==> src/rtl/id_decode_stage.sv <==
// Registered RV32 instruction-decode stage: decodes one instruction per cycle into the
// control bundle and holds it in the ID/EX register behind a valid/ready handshake.
module id_decode_stage #(
  parameter logic ENABLE_M = 1'b1,
  parameter logic RV32E    = 1'b0
) (
  input  logic        clk,
  input  logic        rst_n,
  input  logic        if_valid,
  output logic        if_ready,
  input  logic [31:0] if_instr,
  input  logic [31:0] if_pc,
  input  logic        flush,
  input  logic        ex_ready,
  output logic        id_valid,
  output logic [31:0] id_pc,
  output logic [4:0]  id_rs1,
  output logic [4:0]  id_rs2,
  output logic [4:0]  id_rd,
  output logic [2:0]  id_extop,
  output logic        id_regwr,
  output logic        id_aluasrc,
  output logic        id_memtoreg,
  output logic        id_memwr,
  output logic [1:0]  id_alubsrc,
  output logic [3:0]  id_aluctr,
  output logic [2:0]  id_branch,
  output logic [2:0]  id_memop,
  output logic        id_mdu,
  output logic [2:0]  id_mduop,
  output logic        id_illegal,
  output logic [31:0] perf_bubbles
);

  typedef struct packed {
    logic [31:0] pc;
    logic [4:0]  rs1;
    logic [4:0]  rs2;
    logic [4:0]  rd;
    logic [2:0]  extop;
    logic        regwr;
    logic        aluasrc;
    logic        memtoreg;
    logic        memwr;
    logic [1:0]  alubsrc;
    logic [3:0]  aluctr;
    logic [2:0]  branch;
    logic [2:0]  memop;
    logic        mdu;
    logic [2:0]  mduop;
    logic        illegal;
  } ctrl_t;

  localparam logic [4:0] OPC_LOAD   = 5'b00000;
  localparam logic [4:0] OPC_MISC   = 5'b00011;
  localparam logic [4:0] OPC_OPIMM  = 5'b00100;
  localparam logic [4:0] OPC_AUIPC  = 5'b00101;
  localparam logic [4:0] OPC_STORE  = 5'b01000;
  localparam logic [4:0] OPC_OP     = 5'b01100;
  localparam logic [4:0] OPC_LUI    = 5'b01101;
  localparam logic [4:0] OPC_BRANCH = 5'b11000;
  localparam logic [4:0] OPC_JALR   = 5'b11001;
  localparam logic [4:0] OPC_JAL    = 5'b11011;

  localparam logic [3:0] ALU_ADD   = 4'b0000;
  localparam logic [3:0] ALU_SLT   = 4'b0010;
  localparam logic [3:0] ALU_SLTU  = 4'b1010;
  localparam logic [3:0] ALU_COPYB = 4'b0011;

  localparam logic [2:0] EXT_I = 3'b000;
  localparam logic [2:0] EXT_U = 3'b001;
  localparam logic [2:0] EXT_S = 3'b010;
  localparam logic [2:0] EXT_B = 3'b011;
  localparam logic [2:0] EXT_J = 3'b100;

  logic [4:0] opc;
  logic [2:0] funct3;
  logic [6:0] funct7;
  ctrl_t      dec;
  logic       illegal_c;
  logic       uses_rs1;
  logic       uses_rs2;
  logic       uses_rd;

  ctrl_t       ctrl_q, ctrl_d;
  logic        valid_q, valid_d;
  logic [31:0] bubbles_q, bubbles_d;
  logic        advance;
  logic        load_use;

  assign opc    = if_instr[6:2];
  assign funct3 = if_instr[14:12];
  assign funct7 = if_instr[31:25];

  always_comb begin
    dec       = '0;
    illegal_c = 1'b0;
    uses_rs1  = 1'b1;
    uses_rs2  = 1'b0;
    uses_rd   = 1'b0;
    dec.pc    = if_pc;
    dec.rs1   = if_instr[19:15];
    dec.rs2   = if_instr[24:20];
    dec.rd    = if_instr[11:7];
    dec.memop = funct3;
    case (opc)
      OPC_LUI: begin
        dec.extop = EXT_U; dec.alubsrc = 2'b01; dec.aluctr = ALU_COPYB;
        dec.regwr = 1'b1; uses_rs1 = 1'b0; uses_rd = 1'b1;
      end
      OPC_AUIPC: begin
        dec.extop = EXT_U; dec.aluasrc = 1'b1; dec.alubsrc = 2'b01; dec.aluctr = ALU_ADD;
        dec.regwr = 1'b1; uses_rs1 = 1'b0; uses_rd = 1'b1;
      end
      OPC_OPIMM: begin
        dec.extop = EXT_I; dec.alubsrc = 2'b01; dec.regwr = 1'b1; uses_rd = 1'b1;
        if (funct3 == 3'b011)      dec.aluctr = ALU_SLTU;
        else if (funct3 == 3'b101) dec.aluctr = {funct7[5], 3'b101};
        else                       dec.aluctr = {1'b0, funct3};
      end
      OPC_OP: begin
        dec.regwr = 1'b1; uses_rs2 = 1'b1; uses_rd = 1'b1;
        dec.aluctr = (funct3 == 3'b011) ? ALU_SLTU : {funct7[5], funct3};
        if (ENABLE_M && funct7 == 7'b0000001) begin
          dec.mdu = 1'b1; dec.mduop = funct3; dec.aluctr = ALU_ADD;
        end else if (!(funct7 == 7'b0000000 ||
                       (funct7 == 7'b0100000 && (funct3 == 3'b000 || funct3 == 3'b101)))) begin
          illegal_c = 1'b1;
        end
      end
      OPC_JAL: begin
        dec.extop = EXT_J; dec.aluasrc = 1'b1; dec.alubsrc = 2'b10; dec.aluctr = ALU_ADD;
        dec.regwr = 1'b1; dec.branch = 3'b001; uses_rs1 = 1'b0; uses_rd = 1'b1;
      end
      OPC_JALR: begin
        dec.extop = EXT_I; dec.aluasrc = 1'b1; dec.alubsrc = 2'b10; dec.aluctr = ALU_ADD;
        dec.regwr = 1'b1; dec.branch = 3'b010; uses_rd = 1'b1;
      end
      OPC_BRANCH: begin
        dec.extop  = EXT_B; uses_rs2 = 1'b1;
        dec.branch = {1'b1, funct3[1:0]};
        dec.aluctr = (funct3[2:1] == 2'b11) ? ALU_SLTU : ALU_SLT;
        if (funct3[2:1] == 2'b01) illegal_c = 1'b1;
      end
      OPC_LOAD: begin
        dec.extop = EXT_I; dec.alubsrc = 2'b01; dec.aluctr = ALU_ADD;
        dec.memtoreg = 1'b1; dec.regwr = 1'b1; uses_rd = 1'b1;
      end
      OPC_STORE: begin
        dec.extop = EXT_S; dec.alubsrc = 2'b01; dec.aluctr = ALU_ADD;
        dec.memwr = 1'b1; uses_rs2 = 1'b1;
      end
      OPC_MISC: ;
      default: illegal_c = 1'b1;
    endcase
    if (if_instr[1:0] != 2'b11) illegal_c = 1'b1;
    // RV32E only has x0..x15, so any referenced upper register is illegal
    if (RV32E && ((uses_rs1 && dec.rs1[4]) || (uses_rs2 && dec.rs2[4]) || (uses_rd && dec.rd[4])))
      illegal_c = 1'b1;
    if (illegal_c) begin
      dec.regwr = 1'b0; dec.memwr = 1'b0; dec.memtoreg = 1'b0;
      dec.branch = 3'b000; dec.mdu = 1'b0; dec.mduop = 3'b000;
    end
    dec.illegal = illegal_c;
  end

  assign advance  = ~valid_q | ex_ready;
  assign load_use = valid_q & ctrl_q.memtoreg & (ctrl_q.rd != 5'd0) & if_valid &
                    ((uses_rs1 & (dec.rs1 == ctrl_q.rd)) | (uses_rs2 & (dec.rs2 == ctrl_q.rd)));
  assign if_ready = rst_n & (flush | (advance & ~load_use));

  // Flush beats the load-use bubble, which beats a normal advance
  always_comb begin
    valid_d   = valid_q;
    ctrl_d    = ctrl_q;
    bubbles_d = bubbles_q;
    if (flush) begin
      valid_d = 1'b0;
    end else if (advance && load_use) begin
      valid_d = 1'b0;
      if (bubbles_q != 32'hFFFF_FFFF) bubbles_d = bubbles_q + 32'd1;
    end else if (advance) begin
      valid_d = if_valid;
      if (if_valid) ctrl_d = dec;
    end
  end

  always_ff @(posedge clk) begin
    if (!rst_n) begin
      valid_q   <= 1'b0;
      ctrl_q    <= '0;
      bubbles_q <= '0;
    end else begin
      valid_q   <= valid_d;
      ctrl_q    <= ctrl_d;
      bubbles_q <= bubbles_d;
    end
  end

  assign id_valid     = valid_q;
  assign id_pc        = ctrl_q.pc;
  assign id_rs1       = ctrl_q.rs1;
  assign id_rs2       = ctrl_q.rs2;
  assign id_rd        = ctrl_q.rd;
  assign id_extop     = ctrl_q.extop;
  assign id_regwr     = ctrl_q.regwr;
  assign id_aluasrc   = ctrl_q.aluasrc;
  assign id_memtoreg  = ctrl_q.memtoreg;
  assign id_memwr     = ctrl_q.memwr;
  assign id_alubsrc   = ctrl_q.alubsrc;
  assign id_aluctr    = ctrl_q.aluctr;
  assign id_branch    = ctrl_q.branch;
  assign id_memop     = ctrl_q.memop;
  assign id_mdu       = ctrl_q.mdu;
  assign id_mduop     = ctrl_q.mduop;
  assign id_illegal   = ctrl_q.illegal;
  assign perf_bubbles = bubbles_q;

endmodule

==> config.mk <==
export PLATFORM = sky130hd
export DESIGN_NAME = id_decode_stage
export DESIGN_NICKNAME = d
export VERILOG_FILES = /design/src/rtl/id_decode_stage.sv
export SDC_FILE = /design/constraint.sdc
export NUM_CORES = 1
export LEC_CHECK = 0
export CORE_MARGIN = 2
export CORE_UTILIZATION = 45
export DETAILED_ROUTE_END_ITERATION = 8
export PLACE_DENSITY = 0.76
export SYNTH_ARGS = -nofsm -noshare
export SYNTH_HDL_FRONTEND = slang
export SYNTH_SLANG_ARGS = --single-unit
==> constraint.sdc <==
create_clock -name clk -period 6.9 [get_ports clk]
set_input_delay 1.725 -clock clk [delete_from_list [all_inputs] [get_ports clk]]
set_output_delay 1.725 -clock clk [all_outputs]
set_load 0.02 [all_outputs]
* Yosys cells after proc, flatten, opt, wreduce, memory -nomap -nowiden *
Index checks and enable logic that the tools add are counted.
W data, S select, Z words.

operators by class
  div/mod/pow operators = 0
  shifts and indexed selects = 0
  bitwise operators = 16
  mux-type cells = 26
  $lt $le $gt $ge = 0
  reduce and logical (&&, ||, !) cells = 19
  multipliers = 0
  add/subtract/negate cells = 1
  eq/ne operators = 19

operator list
  operator                 count
  $add A32 B1 Y32 const B  1
  $mux W4                  8
  $ne A32 B32 Y1 const B   1
  $pmux W4 S4              1
  $eq A5 B4 Y1 const B     3
  $eq A5 B5 Y1 const B     3
  $pmux W3 S4              1
  $reduce_or A3 Y1         4
  $mux W1                  11
  $eq A5 B3 Y1 const B     2
  $eq A5 B5 Y1             2
  $pmux W3 S3              1
  $and A1 B1 Y1            8
  $reduce_or A8 Y1         1
  $eq A7 B1 Y1 const B     1
  $eq A7 B6 Y1 const B     1
  $logic_not A7 Y1         1
  $reduce_or A7 Y1         1
  $eq A5 B2 Y1 const B     1
  $logic_not A5 Y1         1
  $not A1 Y1               5
  $reduce_bool A5 Y1       1
  $reduce_or A5 Y1         1
  $pmux W2 S2              1
  15 further kinds         20

word-level totals
  bits of input ports = 69
  bits in read-only memories = 0
  logic and storage cells = 99
  output and inout bits = 105
  memory bits (writable) = 0
  latch bits = 0
  bits in registers = 104
  memories = 0

* Logic depth before layout (Yosys ltp) *
Gate-level depths: netlist of run 1.

  depth in word-level cells = 10
  mapped depth = 8

* Worst setup path before layout of run 1 *
OpenSTA, ideal clock, no wires.

  path kind = in2out
  start = input port if_instr[6]
  end = output port if_ready
  cell stages on the path = 8
  path slack = 1.920 ns
  required time = 5.175 ns
  arrival time = 3.255 ns
  path through = and3b_1 -> and3_4 -> nor4_4 -> o21a_1 -> buf_4 -> buf_4 -> nor2_1 -> o21a_1

between the ends
  longest elaborated chain between the ends = 10

RTL lines
  element                               RTL line  source
  start, declared                       11        input logic [31:0] if_instr,
  $eq A5 B5 Y1 (tied with other cells)  --
  $reduce_or A3 Y1 (no source line)     --
  $mux W1                               106       case (opc)
  $and A1 B1 Y1                         169       ((uses_rs1 & (dec.rs1 == ctrl_q.rd)) | (uses_rs2 & (dec.rs2 == ctrl_q.rd)));
  $or A1 B1 Y1 *                        169
  $and A1 B1 Y1 *                       168       assign load_use = valid_q & ctrl_q.memtoreg & (ctrl_q.rd != 5'd0) & if_valid &
  $not A1 Y1 *                          170       assign if_ready = rst_n & (flush | (advance & ~load_use));
  $and A1 B1 Y1 *                       170
  $or A1 B1 Y1 *                        170
  $and A1 B1 Y1 *                       170
  end, declared                         10        output logic if_ready,

Every way passes the cells marked *; elsewhere a longest branch is shown, timed or not.

* Worst setup path in the final report of run 1 *
  start = input port if_instr[4]
  end = output port if_ready

The elaborated chain is that of the path after synthesis.

==> metrics.txt, run 1 <==
RSZ-0062 raised after global routing no; initial cell density of the core 0.4616; layout cell share with drive strength beyond 1 0.04611; Finished Layout Cells 899; # resized after CTS 0; placer congestion estimate 0.9214; Final Critical Period 6.052 ns; maximum vdd drop 0.00009364 V; area leader, netlist dfxtp_1; CTS Sinks 104; IO Count 174; vias in the first global route 4965; n_diodes 0; Num CTS Buffers 9; Max Freq 165.2 MHz; GR peak layer met2; input/output buffers 173; hold path depth 2; postcts setup bufs 0; 1st-iter DRT viols 368; Mapped Area 5026 um^2; Clk pin slew, worst setup/hold paths 0.09 ns; Mapped Cells 618; cts hold-fix bufs 0; Routed WL 15650 um; clk_skew 0.01828 ns; Final Max Tran Viols 0; post-synthesis sequential area ratio 0.4142; drt wl/cell 17.41 um; first-pass GRT wire length 24050 um; filler instances 953; syn_nets 688; Crit Reg-Reg Endpoint perf_bubbles[26]$_SDFFE_PN0P_; YS warnings 0; total track usage 0.2537; R2R Setup Slk 4.21 ns; RR Startpoint id_rd[2]$_SDFFE_PN0P_; placed cell count 884; final core occ 0.6368; Synth top area share 0.4142; Area Growth Syn to Fin 37.94%; Slew @ Worst Pin 1.114 ns; min-delay worst type reg2reg; Async SR Flop Fraction 0; Worst Path Arrival 4.33 ns; via count 5312; Max-Cap Viols 0; number of flops mapped to enable cells by yosys 0; Setup crit start kind input pin; fin area 6933 um^2; Core Region 10890 um^2; Worst Hold Path EP id_mduop[2]$_SDFFE_PN0P_; worst r2r path cells 6; Setup violations, final 0; post-synthesis register bit count 104; M1 GR Usage 0.3089; met3 usage 0.04979; Site Rows 38; Post-route DRC 0; Tot Pwr 1.188 mW; full die area 12030 um^2; dpl ws 0.8717 ns; power density cells 171.4 nW/um^2; setup TNS 0 ns; WHS 0.4620 ns; worst-skew pair later-pin latency 0.37 ns; Final Cycle Share 0.8770; Die H 109.7 um; Main synth FF type dfxtp_1; required time worst endpoint 5.18 ns; worst setup path class in2out; remaining antenna violation count 0; CTS max path bufs 2; Worst Setup End Kind output port; vias per cell 5.909; CTS tree done; final setup margin 0.8484 ns; layout net count 825; status finished clean; die width 109.7 um; hold_sp id_mduop[2]$_SDFFE_PN0P_; clock root buffer clkbuf_8; Yosys cell types 54; initial antenna violation count 0; Worst slew margin 0.2575; Lkg Pwr 2.197 nW; largest cells by area after synthesis dfxtp_1, a21oi_1, o21ai_0, nand3_1, nand2_1; dpl hpwl 10850 um; largest net degree at the start of global routing 58; DR pass1 iterations 5; final hold violation count 0; syn avg cell area 8.133 um^2; CP max FO 13; placed cell areas 6745 um^2; CTS H-Tree Depth 3; M2 GR Usage 0.4347; Overflow after GRT 0
[where the power goes]
part	switching, mW	leakage, nW	total [mW]	internal [mW]
Combinational	0.0922	1.26	0.178	0.0854
Sequential	0.0100	0.844	0.626	0.616
Clock	0.209	0.0925	0.385	0.176
[worst max-delay path by stage]
| stage | start | to | slack (ns) | cells past startpoint |
|---|---|---|---|---|
| finish | if_instr[4] | if_ready | 0.85 | 8 |
| global route | if_instr[3] | if_ready | 0.70 | 8 |
| floorplan | if_instr[6] | if_ready | 1.92 | 8 |
| detailed placement | if_instr[4] | if_ready | 0.87 | 8 |
| global placement | if_instr[4] | if_ready | 0.94 | 8 |
| CTS | if_instr[4] | if_ready | 0.87 | 8 |
[cell type report]
cell class	count	area [um^2]	area share
flip-flops and latches	104	2082	0.3003
clock inverters	3	42.54	0.006136
multi-input cells	458	2700	0.3895
well taps	140	175.2	0.02527
clock buffers	12	145.1	0.02093
repair buffers	179	1777	0.2563
inverters	3	11.26	0.001624
[sequential cells by signal (all words and copies together) (netlist names)]
register / count
id_branch: 3
id_mduop: 3
id_pc: 32
id_memop: 3
id_aluctr: 4
id_illegal: 1
id_rd: 5
id_alubsrc: 2
id_aluasrc: 1
id_rs1: 5
perf_bubbles: 32
id_memwr: 1
id_valid: 1
id_mdu: 1
id_regwr: 1
id_memtoreg: 1
id_extop: 3
id_rs2: 5
[layer usage]
metal	vias to the layer above	share of wire
li1	2536	-
met1	2505	0.40
met2	228	0.51
met3	43	0.064
met4	0	0.031
met5	-	0
[worst max-delay path, stage by stage]
cell and delay [ns]:
clkdlybuf4s50_1 0.68, and3b_1 0.26, and3_4 0.21, nor4_4 0.46
o21a_2 0.22, nor2_1 0.04, o21a_1 0.17, clkdlybuf4s50_1 0.56
[placed cells by master (no fill, tap or decap), types with 2 or more instances in the layout]
cell,count
clkdlybuf4s50_1,173
dfxtp_1,104
a21oi_1,86
o21ai_0,80
nand3_1,66
nand2_1,45
or3_1,26
nand4_1,18
nor2_1,17
mux2i_1,15
nor3_1,12
clkbuf_8,10
nand2b_1,8
and4_1,8
xnor2_1,7
and2_1,7
or4_1,6
buf_4,6
nor2b_1,4
xor2_1,4
and3_1,4
o211ai_1,4
nor4_4,3
a211oi_2,3
o21a_1,2
inv_1,2
o31ai_1,2
nor4_1,2
o21ai_1,2
o2111ai_1,2
clkbuf_1,2
[synthesized netlist by cell type (2+ instances only)]
| cell type | instances |
|---|---|
| nor2b_1 | 4 |
| buf_4 | 5 |
| o2111ai_1 | 2 |
| nand2_1 | 45 |
| nor4_1 | 2 |
| xnor2_1 | 7 |
| buf_6 | 3 |
| a21oi_1 | 86 |
| buf_1 | 4 |
| mux2i_1 | 15 |
| nand4_1 | 18 |
| o21a_1 | 3 |
| nor2_1 | 17 |
| and4_1 | 8 |
| or3_1 | 26 |
| clkbuf_1 | 36 |
| buf_2 | 5 |
| o31ai_1 | 2 |
| dfxtp_1 | 104 |
| or4_1 | 6 |
| and3_1 | 4 |
| a211oi_2 | 3 |
| nor4_4 | 3 |
| o21ai_0 | 80 |
| xor2_1 | 4 |
| nor3_1 | 12 |
| nand2b_1 | 8 |
| and2_1 | 8 |
| o21ai_1 | 3 |
| inv_1 | 3 |
| nand3_1 | 66 |
| o211ai_1 | 4 |
[cells by family after synthesis]
logic type | share of synthesized area
fa+ha+maj | 0.002489
xor+xnor | 0.01917
buf+inv | 0.05128
flops | 0.4142
simple gates | 0.2634
compound gates | 0.2196
mux | 0.02987
(Power assumes the default switching activity.)
==> inputs of run 2 (changes only) <==
Settings changed: GPL_ROUTABILITY_DRIVEN set to 0.
==> results of run 2 <==
Same layout as run 1: the final DEF is identical, and so are final timing and power.
